$ cat src/rtl/imm_gen_pkg.sv
// Opcodes, format codes and the buffered entry type shared by the
// immediate-generation stage (optional CSR-immediate decode: IMM_GEN_ZICSR_EN).
package imm_gen_pkg;

  localparam int IMM_MAX = 64;
  localparam int PC_MAX  = 64;

  localparam logic [6:0] OP_LOAD   = 7'b0000011;
  localparam logic [6:0] OP_IMM    = 7'b0010011;
  localparam logic [6:0] OP_IMM32  = 7'b0011011;
  localparam logic [6:0] OP_JALR   = 7'b1100111;
  localparam logic [6:0] OP_STORE  = 7'b0100011;
  localparam logic [6:0] OP_BRANCH = 7'b1100011;
  localparam logic [6:0] OP_LUI    = 7'b0110111;
  localparam logic [6:0] OP_AUIPC  = 7'b0010111;
  localparam logic [6:0] OP_JAL    = 7'b1101111;
  localparam logic [6:0] OP_OP     = 7'b0110011;
  localparam logic [6:0] OP_OP32   = 7'b0111011;
  localparam logic [6:0] OP_FENCE  = 7'b0001111;
  localparam logic [6:0] OP_SYSTEM = 7'b1110011;

  typedef enum logic [2:0] {
    FMT_NONE = 3'd0,
    FMT_I    = 3'd1,
    FMT_S    = 3'd2,
    FMT_B    = 3'd3,
    FMT_U    = 3'd4,
    FMT_J    = 3'd5,
    FMT_Z    = 3'd6
  } fmt_e;

  // Widest-case fields; the stage uses the low XLEN / PC_W bits.
  typedef struct packed {
    logic [IMM_MAX-1:0] imm;
    logic [2:0]         fmt;
    logic               illegal;
    logic [PC_MAX-1:0]  pc;
    logic [PC_MAX-1:0]  target;
  } imm_entry_t;

endpackage

$ cat src/rtl/imm_extract.sv
// Combinational immediate extraction and sign extension to XLEN.
// CSR immediate forms decode only when IMM_GEN_ZICSR_EN is defined.
module imm_extract
  import imm_gen_pkg::*;
#(
  parameter int XLEN = 32
) (
  input  logic [31:0]     instr,
  output logic [XLEN-1:0] imm,
  output logic [2:0]      fmt,
  output logic            illegal
);

  logic [6:0]  opc;
  logic [31:0] imm32;
  logic        rv64;
  logic        is_i;
  logic        is_s;
  logic        is_b;
  logic        is_u;
  logic        is_j;
  logic        is_z;
  logic        is_none;
  logic        unused_f3;

  assign opc       = instr[6:0];
  assign rv64      = (XLEN == 64);
  assign unused_f3 = ^instr[14:12];

  always_comb begin
    is_z = 1'b0;
`ifdef IMM_GEN_ZICSR_EN
    is_z = (opc == OP_SYSTEM) && instr[14];
`endif
    is_i = (opc == OP_LOAD) || (opc == OP_IMM) ||
           (opc == OP_JALR) ||
           (rv64 && (opc == OP_IMM32));
    is_s = (opc == OP_STORE);
    is_b = (opc == OP_BRANCH);
    is_u = (opc == OP_LUI) || (opc == OP_AUIPC);
    is_j = (opc == OP_JAL);
    is_none = (opc == OP_OP) ||
              (rv64 && (opc == OP_OP32)) ||
              (opc == OP_FENCE) ||
              ((opc == OP_SYSTEM) && !is_z);
  end

  always_comb begin
    imm32   = '0;
    fmt     = FMT_NONE;
    illegal = 1'b0;
    unique case (1'b1)
      is_i: begin
        imm32 = {{20{instr[31]}}, instr[31:20]};
        fmt   = FMT_I;
      end
      is_s: begin
        imm32 = {{20{instr[31]}}, instr[31:25],
                 instr[11:7]};
        fmt   = FMT_S;
      end
      is_b: begin
        imm32 = {{19{instr[31]}}, instr[31], instr[7],
                 instr[30:25], instr[11:8], 1'b0};
        fmt   = FMT_B;
      end
      is_u: begin
        imm32 = {instr[31:12], 12'b0};
        fmt   = FMT_U;
      end
      is_j: begin
        imm32 = {{11{instr[31]}}, instr[31],
                 instr[19:12], instr[20],
                 instr[30:21], 1'b0};
        fmt   = FMT_J;
      end
      is_z: begin
        imm32 = {27'b0, instr[19:15]};
        fmt   = FMT_Z;
      end
      is_none: fmt = FMT_NONE;
      default: illegal = 1'b1;
    endcase
  end

  assign imm = XLEN'($signed(imm32));

endmodule

$ cat src/rtl/imm_gen_stage.sv
// Registered immediate-generation stage with a 2-entry skid buffer.
// Optional CSR-immediate decode: define IMM_GEN_ZICSR_EN.
module imm_gen_stage
  import imm_gen_pkg::*;
#(
  parameter int XLEN = 32,
  parameter int PC_W = 32
) (
  input  logic            clk,
  input  logic            rst_n,
  input  logic            flush,
  input  logic            in_valid,
  output logic            in_ready,
  input  logic [31:0]     in_instr,
  input  logic [PC_W-1:0] in_pc,
  output logic            out_valid,
  input  logic            out_ready,
  output logic [XLEN-1:0] out_imm,
  output logic [2:0]      out_fmt,
  output logic            out_illegal,
  output logic [PC_W-1:0] out_pc,
  output logic [PC_W-1:0] out_target
);

  logic [XLEN-1:0] x_imm;
  logic [2:0]      x_fmt;
  logic            x_ill;
  logic [PC_W-1:0] x_tgt;

  imm_entry_t new_e;
  imm_entry_t main_d;
  imm_entry_t main_q;
  imm_entry_t skid_d;
  imm_entry_t skid_q;

  logic main_v_d;
  logic main_v_q;
  logic skid_v_d;
  logic skid_v_q;
  logic rdy_d;
  logic rdy_q;
  logic push;
  logic pop;
  logic unused_hi;

  imm_extract #(
    .XLEN(XLEN)
  ) u_extract (
    .instr  (in_instr),
    .imm    (x_imm),
    .fmt    (x_fmt),
    .illegal(x_ill)
  );

  assign x_tgt = in_pc + PC_W'($signed(x_imm));

  always_comb begin
    new_e         = '0;
    new_e.imm     = IMM_MAX'(x_imm);
    new_e.fmt     = x_fmt;
    new_e.illegal = x_ill;
    new_e.pc      = PC_MAX'(in_pc);
    new_e.target  = PC_MAX'(x_tgt);
  end

  assign push = in_valid && rdy_q;
  assign pop  = main_v_q && out_ready;

  always_comb begin
    main_d   = main_q;
    skid_d   = skid_q;
    main_v_d = main_v_q;
    skid_v_d = skid_v_q;
    if (flush) begin
      main_v_d = 1'b0;
      skid_v_d = 1'b0;
    end else if (pop) begin
      // skid full implies in_ready=0, so no push here
      if (skid_v_q) begin
        main_d   = skid_q;
        main_v_d = 1'b1;
        skid_v_d = 1'b0;
      end else if (push) begin
        main_d   = new_e;
        main_v_d = 1'b1;
      end else begin
        main_v_d = 1'b0;
      end
    end else if (push) begin
      if (!main_v_q) begin
        main_d   = new_e;
        main_v_d = 1'b1;
      end else begin
        skid_d   = new_e;
        skid_v_d = 1'b1;
      end
    end
    rdy_d = !skid_v_d;
  end

  always_ff @(posedge clk or negedge rst_n) begin
    if (!rst_n) begin
      main_q   <= '0;
      skid_q   <= '0;
      main_v_q <= 1'b0;
      skid_v_q <= 1'b0;
      rdy_q    <= 1'b1;
    end else begin
      main_q   <= main_d;
      skid_q   <= skid_d;
      main_v_q <= main_v_d;
      skid_v_q <= skid_v_d;
      rdy_q    <= rdy_d;
    end
  end

  assign in_ready    = rdy_q;
  assign out_valid   = main_v_q;
  assign out_imm     = main_q.imm[XLEN-1:0];
  assign out_fmt     = main_q.fmt;
  assign out_illegal = main_q.illegal;
  assign out_pc      = main_q.pc[PC_W-1:0];
  assign out_target  = main_q.target[PC_W-1:0];

  assign unused_hi = ^{main_q.imm >> XLEN,
                       main_q.pc >> PC_W,
                       main_q.target >> PC_W};

endmodule

$ cat config.mk
export PLATFORM = sky130hd
export DESIGN_NAME = imm_gen_stage
export DESIGN_NICKNAME = d
export VERILOG_FILES = /design/src/rtl/imm_gen_pkg.sv /design/src/rtl/imm_extract.sv /design/src/rtl/imm_gen_stage.sv
export SDC_FILE = /design/constraint.sdc
export NUM_CORES = 1
export LEC_CHECK = 0
export BUFFER_PORTS_ARGS = -buffer_cell sky130_fd_sc_hd__buf_4
export CAP_MARGIN = 20
export CORE_UTILIZATION = 50
export CTS_BUF_LIST = sky130_fd_sc_hd__clkbuf_4 sky130_fd_sc_hd__clkbuf_8 sky130_fd_sc_hd__clkbuf_16
export DETAILED_ROUTE_END_ITERATION = 10
export GPL_TIMING_DRIVEN = 0
export HOLD_SLACK_MARGIN = 0.15
export MAX_ROUTING_LAYER = met4
export PLACE_DENSITY = 0.73
export SLEW_MARGIN = 20
export SYNTH_ARGS = -nofsm -noshare
export SYNTH_HDL_FRONTEND = slang
export SYNTH_SLANG_ARGS = --single-unit
$ cat constraint.sdc
create_clock -name clk -period 4.9 [get_ports clk]
set_input_delay 0.98 -clock clk [delete_from_list [all_inputs] [get_ports clk]]
set_output_delay 0.98 -clock clk [all_outputs]
set_load 0.03 [all_outputs]
==> results.md <==
- Status: completed
- Largest area contributor in the netlist: dfrtp_1
- Clk sinks: 203
- Crit-path cells: buf_4, nand3b_2, nor2_2, a21oi_1, o21ai_1, and2_1, buf_2, a21oi_1, inv_1, ha_1, buf_4, a21oi_1, inv_1, a221o_1, a221oi_1, o31ai_1, xnor2_1, nor2_1, a21oi_1, o21ai_0
- Post-synth EDFFs: 0
- Sequential Power Share: 42.7%
- Final Power: 4.87 mW
- Crit-path leading delay family: compound AO/OA/AOI/OAI gates
- Vias in the first global route: 9,325
- Sw Pwr: 1.46 mW
- Vias post-DR: 10,000
- Slew HR: 40.6%
- I/O pin count: 171
- Clock root cell: clkbuf_16
- Synth area leaders: dfrtp_1 48%, nand2_1 13%, o21ai_0 5.3%
- Starting Density: 51.5%
- Synth Instances: 1,283
- Crit path max-delay cell type: o21ai_1
- Sw frac: 30.0%
- Tightest Pin Transition: 0.883 ns
- Final setup vio count: 0
- HPWL after DPL: 24.5 mm
- Initial antenna violation count: 0
- Fin crit period: 4.64 ns
- RSZ-0062 raised after global routing: false
- Overall Global Routing Usage: 31.4%
- Seq/Total Area, Yosys: 48.1%
- Post-route insts no fill: 1,762
- Die H: 147 um
- CP startpoint kind: input pin
- Crit path arrival time: 5.02 ns
- Crit path top cell by count: a21oi_1
- Buffer count from post-CTS setup fixing: 0
- Clock Skew: 0.0136 ns
- Max_cap viols: 0
- Remaining antenna violation count after routing: 0
- Async SR Flop Fraction: 100%
- Yosys top cell area share: 47.9%
- Crit path buf inv count: 5
- Full die area: 0.0217 mm^2
- Initial DRC count: 711
- First-pass GRT wire length: 51.3 mm
- Total congestion overflow: 0
- Pleak: 6.58 nW
- Die Wd: 147 um
- Syn_nets: 1,384
- # nets final: 1,580
- CTS tree: done
- CP peak stage delay: 0.42 ns
- Setup Crit Path Kind: in -> reg
- Power share of the clock group: 36.8%
- Drt drc: 0
- Crit Path Max Fanout: 10
- Part of the cycle the worst path needs: 94.8%
- DR WL/cell: 18.6 um
- Count of cell types in the netlist: 67
- Crit end category: flop
- Ys flop type: dfrtp_1
- Most common cell after layout, fill and taps aside: nand2_1
- Synth warn: 0
- Core Util, Final: 63.6%
- Worst vdd rail ir drop: 0.216 mV
- Clock transition at path regs: 0.06 ns
- Yosys reg bits: 203
- F_max: 215 MHz
- CTS Buffer Depth: 3
- Mapped Area: 0.0106 mm^2
- Syn Area/Cell: 8.23 um^2
- Comb pwr share: 20.5%
- Via/cell ratio: 5.70
- Hold slack: 0.282 ns
- Routed wire length: 32.8 mm
- Cts bufs inserted: 23
- Cell-internal power: 3.41 mW
- Largest net degree at the start of global routing: 100
- Ant diodes: 0
- Pwr Density: 374 mW/mm^2
- GP Congestion: 0.947
- # port buffers: 169
- Placed cell count: 1,724
- Worst path required time: 5.28 ns
- Row cnt: 52
- Hold Crit Class: in -> async
- Clock latency on the worst-skew pair: 0.50 ns
- H-tree depth: 1
- Final-report hold violation count: 0
- Most frequent cells in the layout: 379 x nand2_1, 202 x dfrtp_1, 169 x buf_4
- Share of cells above drive strength 1: 16.2%
- Area Overhead vs Synth: 23.4%
- Core area: 0.0205 mm^2
- Pins Over Slew Limit: 0
- DR pass1 iterations: 5
==> worst reg2reg max path: cells and delay by family (launching register included) <==
| family | cells | cell delay (ns) |
|---|---|---|
| AO/OA/AOI/OAI | 1 | 0.19 |
| flip-flops | 1 | 0.44 |
| AND/OR/NAND/NOR | 3 | 0.84 |
| buffers and inverters | 2 | 1.22 |
==> registers in the layout, indices dropped and copies added (netlist names) <==
signal       count
skid_v_q         1
out_valid        1
skid_q         100
out_target      32
out_pc          32
out_imm         32
in_ready         1
out_fmt          3
out_illegal      1
==> worst paths after layout <==
| path | start | to | slack [ns] | cells after the start |
|---|---|---|---|---|
| setup / recovery | in_instr[3] | out_target[25] | 0.26 | 20 |
| hold / removal | rst_n | out_pc[5] | 0.28 | 1 |
| setup reg to reg | out_valid | out_pc[27] | 2.12 | 6 |
| hold reg to reg | skid_q[67] | skid_q[67] | 0.47 | 2 |
| max in group asynchronous | rst_n | in_ready | 3.91 | 2 |
| min in group clk | skid_q[67] | skid_q[67] | 0.47 | 2 |
==> power by group through the flow <==
stage          clock (mW)  sequential [mW]  combinational (mW)
5_1_grt              1.87             2.11                1.09
3_3_place_gp            0             2.09               0.967
2_1_floorplan           0             2.29               0.374
3_5_place_dp            0             2.11               0.994
4_1_cts              1.81             2.08               0.999
6_report             1.80             2.08               0.998
==> repair_timing <==
action	CTS	global route
hold buffers	0	0
setup endpoints to repair	0	4
resized for setup	0	2
==> per-stage QoR <==
stage / TNS [ns] / worst slack (ns) / cell area [um^2]
2_1_floorplan: 0 / 0.572 / 10600
3_3_place_gp: -8.63 / -0.553 / 12200
3_5_place_dp: -1.07 / -0.215 / 12200
4_1_cts: 0 / 0.292 / 13000
5_1_grt: 0 / 0.0148 / 13000
6_report: 0 / 0.256 / 13000
==> cells in the mapped netlist (all sizes together) (8+ instances only) <==
cell type / instances
nor3: 13
mux2i: 9
dfrtp: 202
nor2: 109
o21ai: 119
buf: 8
xnor2: 14
nand2: 380
a21oi: 94
clkbuf: 67
and3: 11
ha: 31
inv: 45
xor2: 14
a21o: 19
nand3: 20
a31oi: 53
==> routing by layer <==
layer  wire length, um  share of wire [%]  GRT usage, %  up-vias
met5                 0                  0             -        -
met4              1150                3.5          11.3        0
met3              2400                7.3          3.60       75
met2             14800                 45          46.4      465
met1             14500                 44          44.7     4812
li1                  -                  -             -     4690
==> logic make-up after synthesis <==
family / share of synthesized area, %
AND/OR/NAND/NOR: 21.5
AO/OA/AOI/OAI: 18.0
flip-flops: 48.1
buffers and inverters: 5.32
adder cells (fa/ha/maj): 3.86
XOR/XNOR: 2.32
multiplexers: 0.853
==> cell type report <==
class                   count  area, um^2
inverters                  45         169
plain buffers              80         393
multi-input cells         955        4930
clock buffers              32         674
flip-flops and latches    203        5080
fillers                  1782        7470
clock inverters             6         108
repair buffers            171        1330
well taps                 270         338
No activity file was read; power rests on OpenSTA's default activity.
